$ cat src/rtl/conv_accel_driver.sv
// Host-side master for the ConvolutionAccelerator: serialises operand words into the
// accelerator FIFO, starts a job, and returns the captured result on a valid/ready port.
module conv_accel_driver #(
  parameter int BIT_LENGTH     = 16,
  parameter int WORDS_PER_JOB  = 18,
  parameter int TIMEOUT_CYCLES = 4096
) (
  input  logic                  Clk,
  input  logic                  Rst,
  input  logic [BIT_LENGTH-1:0] s_data,
  input  logic                  s_valid,
  output logic                  s_ready,
  output logic [BIT_LENGTH-1:0] m_data,
  output logic                  m_valid,
  input  logic                  m_ready,
  input  logic                  err_clr,
  output logic [BIT_LENGTH-1:0] dataInput,
  output logic                  wr,
  output logic                  wr_clk,
  output logic                  cStart,
  input  logic [BIT_LENGTH-1:0] finalsum,
  input  logic                  cReady,
  input  logic                  FULL,
  input  logic                  EMPTY,
  output logic                  busy,
  output logic                  err,
  output logic [15:0]           jobs_done
);

  localparam int CNT_W = (WORDS_PER_JOB > 1) ? $clog2(WORDS_PER_JOB) : 1;
  localparam int TMR_W = (TIMEOUT_CYCLES > 1) ? $clog2(TIMEOUT_CYCLES) : 1;
  localparam logic [CNT_W-1:0] LAST_WORD = CNT_W'(WORDS_PER_JOB - 1);
  localparam logic [TMR_W-1:0] LAST_TICK = TMR_W'(TIMEOUT_CYCLES - 1);

  typedef enum logic [2:0] {
    S_LOAD, S_STROBE, S_START, S_WAIT, S_RESULT, S_ERROR
  } stateT;

  stateT                 state, stateNext;
  logic [CNT_W-1:0]      wordCnt, wordCntNext;
  logic [TMR_W-1:0]      timer, timerNext;
  logic                  cReadyD;
  logic [BIT_LENGTH-1:0] dataInputNext, mDataNext;
  logic                  wrNext, wrClkNext, cStartNext, mValidNext, errNext;
  logic [15:0]           jobsDoneNext;

  // FIFO status is informational only; the FULL flag alone gates writes.
  logic unusedEmpty;
  assign unusedEmpty = EMPTY;

  assign s_ready = (state == S_LOAD) & ~FULL & ~Rst;
  assign busy    = ~((state == S_LOAD) && (wordCnt == '0));

  always_comb begin
    stateNext     = state;
    wordCntNext   = wordCnt;
    timerNext     = timer;
    dataInputNext = dataInput;
    wrNext        = 1'b0;
    wrClkNext     = 1'b0;
    cStartNext    = 1'b0;
    mDataNext     = m_data;
    mValidNext    = m_valid;
    errNext       = err;
    jobsDoneNext  = jobs_done;
    unique case (state)
      S_LOAD: begin
        if (s_valid && s_ready) begin
          dataInputNext = s_data;
          wrNext        = 1'b1;
          wrClkNext     = 1'b1;
          stateNext     = S_STROBE;
        end
      end
      S_STROBE: begin
        if (wordCnt == LAST_WORD) begin
          wordCntNext = '0;
          cStartNext  = 1'b1;
          stateNext   = S_START;
        end else begin
          wordCntNext = wordCnt + 1'b1;
          stateNext   = S_LOAD;
        end
      end
      S_START: begin
        timerNext = '0;
        stateNext = S_WAIT;
      end
      S_WAIT: begin
        // Only a fresh rising edge counts; a level left over from a previous job is ignored.
        if (cReady && !cReadyD) begin
          mDataNext  = finalsum;
          mValidNext = 1'b1;
          stateNext  = S_RESULT;
        end else if (timer == LAST_TICK) begin
          errNext   = 1'b1;
          stateNext = S_ERROR;
        end else begin
          timerNext = timer + 1'b1;
        end
      end
      S_RESULT: begin
        if (m_ready) begin
          mValidNext   = 1'b0;
          jobsDoneNext = jobs_done + 16'd1;
          stateNext    = S_LOAD;
        end
      end
      S_ERROR: begin
        if (err_clr) begin
          errNext     = 1'b0;
          wordCntNext = '0;
          stateNext   = S_LOAD;
        end
      end
      default: stateNext = S_LOAD;
    endcase
  end

  always_ff @(posedge Clk) begin
    if (Rst) begin
      state     <= S_LOAD;
      wordCnt   <= '0;
      timer     <= '0;
      cReadyD   <= 1'b0;
      dataInput <= '0;
      wr        <= 1'b0;
      wr_clk    <= 1'b0;
      cStart    <= 1'b0;
      m_data    <= '0;
      m_valid   <= 1'b0;
      err       <= 1'b0;
      jobs_done <= '0;
    end else begin
      state     <= stateNext;
      wordCnt   <= wordCntNext;
      timer     <= timerNext;
      cReadyD   <= cReady;
      dataInput <= dataInputNext;
      wr        <= wrNext;
      wr_clk    <= wrClkNext;
      cStart    <= cStartNext;
      m_data    <= mDataNext;
      m_valid   <= mValidNext;
      err       <= errNext;
      jobs_done <= jobsDoneNext;
    end
  end

endmodule

$ cat config.mk
export PLATFORM = sky130hd
export DESIGN_NAME = conv_accel_driver
export DESIGN_NICKNAME = d
export VERILOG_FILES = /design/src/rtl/conv_accel_driver.sv
export SDC_FILE = /design/constraint.sdc
export NUM_CORES = 1
export LEC_CHECK = 0
export ABC_AREA = 1
export BUFFER_PORTS_ARGS = -buffer_cell sky130_fd_sc_hd__buf_2
export CAP_MARGIN = 10
export CORE_UTILIZATION = 40
export CTS_CLUSTER_SIZE = 16
export DETAILED_ROUTE_END_ITERATION = 6
export MAX_ROUTING_LAYER = met4
export PLACE_DENSITY = 0.67
export SYNTH_ARGS = -nofsm -noshare
export SYNTH_HDL_FRONTEND = slang
export SYNTH_SLANG_ARGS = --single-unit
export TNS_END_PERCENT = 10
$ cat constraint.sdc
create_clock -name Clk -period 2.7 [get_ports Clk]
set_input_delay 0.27 -clock Clk [delete_from_list [all_inputs] [get_ports Clk]]
set_output_delay 0.27 -clock Clk [all_outputs]
set_load 0.01 [all_outputs]
==> results_dict.tcl <==
set metrics [dict create \
    nets 624 \
    m1WireLength_um 3370 \
    clk_latency_ns 0.34 \
    overflow 0 \
    fin_crit_ns 1.82 \
    die_area_um2 8680 \
    cts_buffers 9 \
    die_h_um 93.2 \
    worstSetupPathType "reg -> reg" \
    synth_warnings 0 \
    period_share_pct 67.3 \
    postRouteAntennaNets 0 \
    antenna_found_initial 0 \
    power.density_nw_per_um2 541 \
    numPortBuffers 93 \
    status "finished, final reports clean" \
    path_buf_inv 2 \
    io_pins 95 \
    drv_cap 0 \
    rsz0062_at_grt "no" \
    viasPerCell 4.80 \
    place_hpwl_um 5540 \
    track_usage_pct 18.6 \
    n_antenna_cell 0 \
    core_area_um2 7890 \
    synthMostInstantiatedCell "nor2_1" \
    vias 3291 \
    synth_edf_count 0 \
    tightest_slew_ns 0.477 \
    start_util_pct 42.2 \
    async_flop_share_pct 0 \
    avgRoutedWirePerCell_um 10.9 \
    ys_seq_area_share_pct 43.9 \
    tns_ns 0 \
    max_freq_mhz 550 \
    yosysTopAreaCellShare_pct 43.9 \
    synth_area_leader_cell "dfxtp_1" \
    maxSlewHeadroom_pct 68.1 \
    cts.htree.levels 3 \
    top_layer "met4" \
    critPathMaxStageDelay_ns 0.45 \
    cts_tree "done" \
    ys_ff_latch 73 \
    n_fill_cell 780 \
    dr.pass1.iters 4 \
    r2r_start "state[0]$_SDFFE_PP0P_" \
    p_total_w 0.00221 \
    place_inst 670 \
    crit_top_cell "nand2_2" \
    place_area_um2 3860 \
    synth_common_cells "121 x nor2_1, 95 x nand2_1, 73 x dfxtp_1" \
    num_rows 32 \
    critical_path_peak_fanout 20 \
    grt_max_degree 24 \
    p_leak_nw 1.78 \
    finalClockSkew_ns 0.00684 \
    end_kind "register" \
    root_buffer "clkbuf_8" \
    cts.repair.resized 0 \
    drv_slew 0 \
    avgSynthCellArea_um2 6.83 \
    die_w_um 93.2 \
    fin_area_um2 4080 \
    yosys_most_used_dff "dfxtp_1" \
    synth_area_leaders "dfxtp_1 44%, nor2_1 14%, nand2_1 11%" \
    wl_um 7460 \
    crit_start "state[0]$_SDFFE_PP0P_" \
    post_cts_buffers 0 \
    grt_first_pass_wirelength_um 12600 \
    first_global_vias 2920 \
    path_cells "nand2_2 -> nor2_4 -> nand2_2 -> nand2_2 -> inv_2 -> nand2_2 -> nand2_1 -> o21ai_0 -> nand2_1 -> inv_1" \
    globalplace.congestion 0.792 \
    synthCells 487 \
    cts_buffer_depth 2 \
    drive_gt1_share_pct 21.6 \
    worst_ep_required_time_ns 2.99 \
    cp.arrival_ns 2.11 \
    synth_nets 532 \
    drt_iter0_markers 181 \
    slowest_stage "dfxtp_1" \
    synth_cell_types 29 \
    postCtsHoldBufs 0 \
    startpoint_type "register" \
    setup_viol 0 \
    ir_worst_vdd_uv 286 \
    mappedNetlistArea_um2 3330 \
    holdCritPathClass "in -> reg" \
    drc 0 \
    syn_to_final_growth_pct 22.5 \
    fin_util_pct 51.7 \
    path_clk_slew_ns 0.08 \
    dr_wl_met3_um 434 \
    hold_start "cReady" \
    hold_violations 0 \
    instances_no_fill 686 \
    cts_sinks 73 \
    cpLargestDelayFamily "simple AND/OR/NAND/NOR gates" \
    wl_met2_um 3520 \
]
==> state kept, by name, summed over array words and instances (netlist names) <==
name,count
cReadyD,1
cStart,1
dataInput,16
err,1
jobs_done,16
m_data,16
m_valid,1
state,3
timer,12
wordCnt,5
wr_clk,1
==> final cells by class <==
| class | instances | area [µm²] | share of cell area [%] |
|---|---|---|---|
| repair buffers | 96 | 488 | 12.0 |
| flip-flops and latches | 73 | 1460 | 35.9 |
| inverters | 49 | 184 | 4.51 |
| multi-input cells | 350 | 1600 | 39.1 |
| clock inverters | 7 | 95.1 | 2.33 |
| well taps | 102 | 128 | 3.13 |
| clock buffers | 9 | 124 | 3.04 |
==> cell usage in the layout (no fill, tap or decap), types with 2 or more instances in the layout <==
| master | Yosys | layout |
|---|---|---|
| xnor2_1 | 2 | 2 |
| o21ai_0 | 43 | 43 |
| buf_4 | 1 | 3 |
| nand2_1 | 95 | 95 |
| clkinv_2 | 0 | 2 |
| clkinv_4 | 0 | 2 |
| nor3_1 | 2 | 2 |
| xor2_1 | 5 | 5 |
| buf_2 | 2 | 93 |
| inv_1 | 44 | 44 |
| nand4_1 | 10 | 10 |
| clkbuf_8 | 0 | 9 |
| nor2_1 | 121 | 121 |
| nand2_2 | 5 | 5 |
| o21ai_1 | 7 | 7 |
| nor3_2 | 2 | 2 |
| dfxtp_1 | 73 | 73 |
| ha_1 | 5 | 5 |
| a21oi_1 | 23 | 23 |
| bufinv_16 | 0 | 2 |
| nand3_1 | 22 | 22 |
| inv_2 | 5 | 5 |
==> through the flow <==
step | setup WS, ns | hold slack (ns)
floorplan | 1.25 | 0.395
global placement | 0.919 | 0.450
detailed placement | 0.897 | 0.447
CTS | 0.878 | 0.128
global route | 0.658 | 0.130
finish | 0.882 | 0.139
==> logic make-up after synthesis <==
kind of cell	count (synthesis)	share of synthesized area, %
flip-flops	73	43.9
adder cells (fa/ha/maj)	5	1.88
AND/OR/NAND/NOR	260	32.2
buffers and inverters	64	8.09
AO/OA/AOI/OAI	78	12.1
XOR/XNOR	7	1.84
==> layer usage <==
layer  vias to the layer above  GRT usage (%)
li1                       1732              -
met1                      1450           21.0
met2                        97           31.3
met3                        12           6.02
met4                         0           6.03
met5                         -              -
==> worst paths after layout <==
check,to,slack (ns),cells past startpoint
setup / recovery,timer[8]$_SDFFE_PP0P_,0.88,10
hold / removal,cReadyD$_SDFF_PP0_,0.14,3
setup reg to reg,timer[8]$_SDFFE_PP0P_,0.88,10
hold reg to reg,err$_SDFFE_PP0P_,0.46,2
==> worst min-delay path: stages <==
cell and delay [ns]:
buf_2 0.07, inv_1 0.04, nor2_1 0.06
==> power by group <==
group | total [W] | switching (W) | internal [W]
combinational | 0.000167 | 0.0000991 | 0.0000681
clock | 0.000927 | 0.000407 | 0.000520
sequential | 0.00111 | 0.0000145 | 0.00110
(Power assumes the default switching activity.)
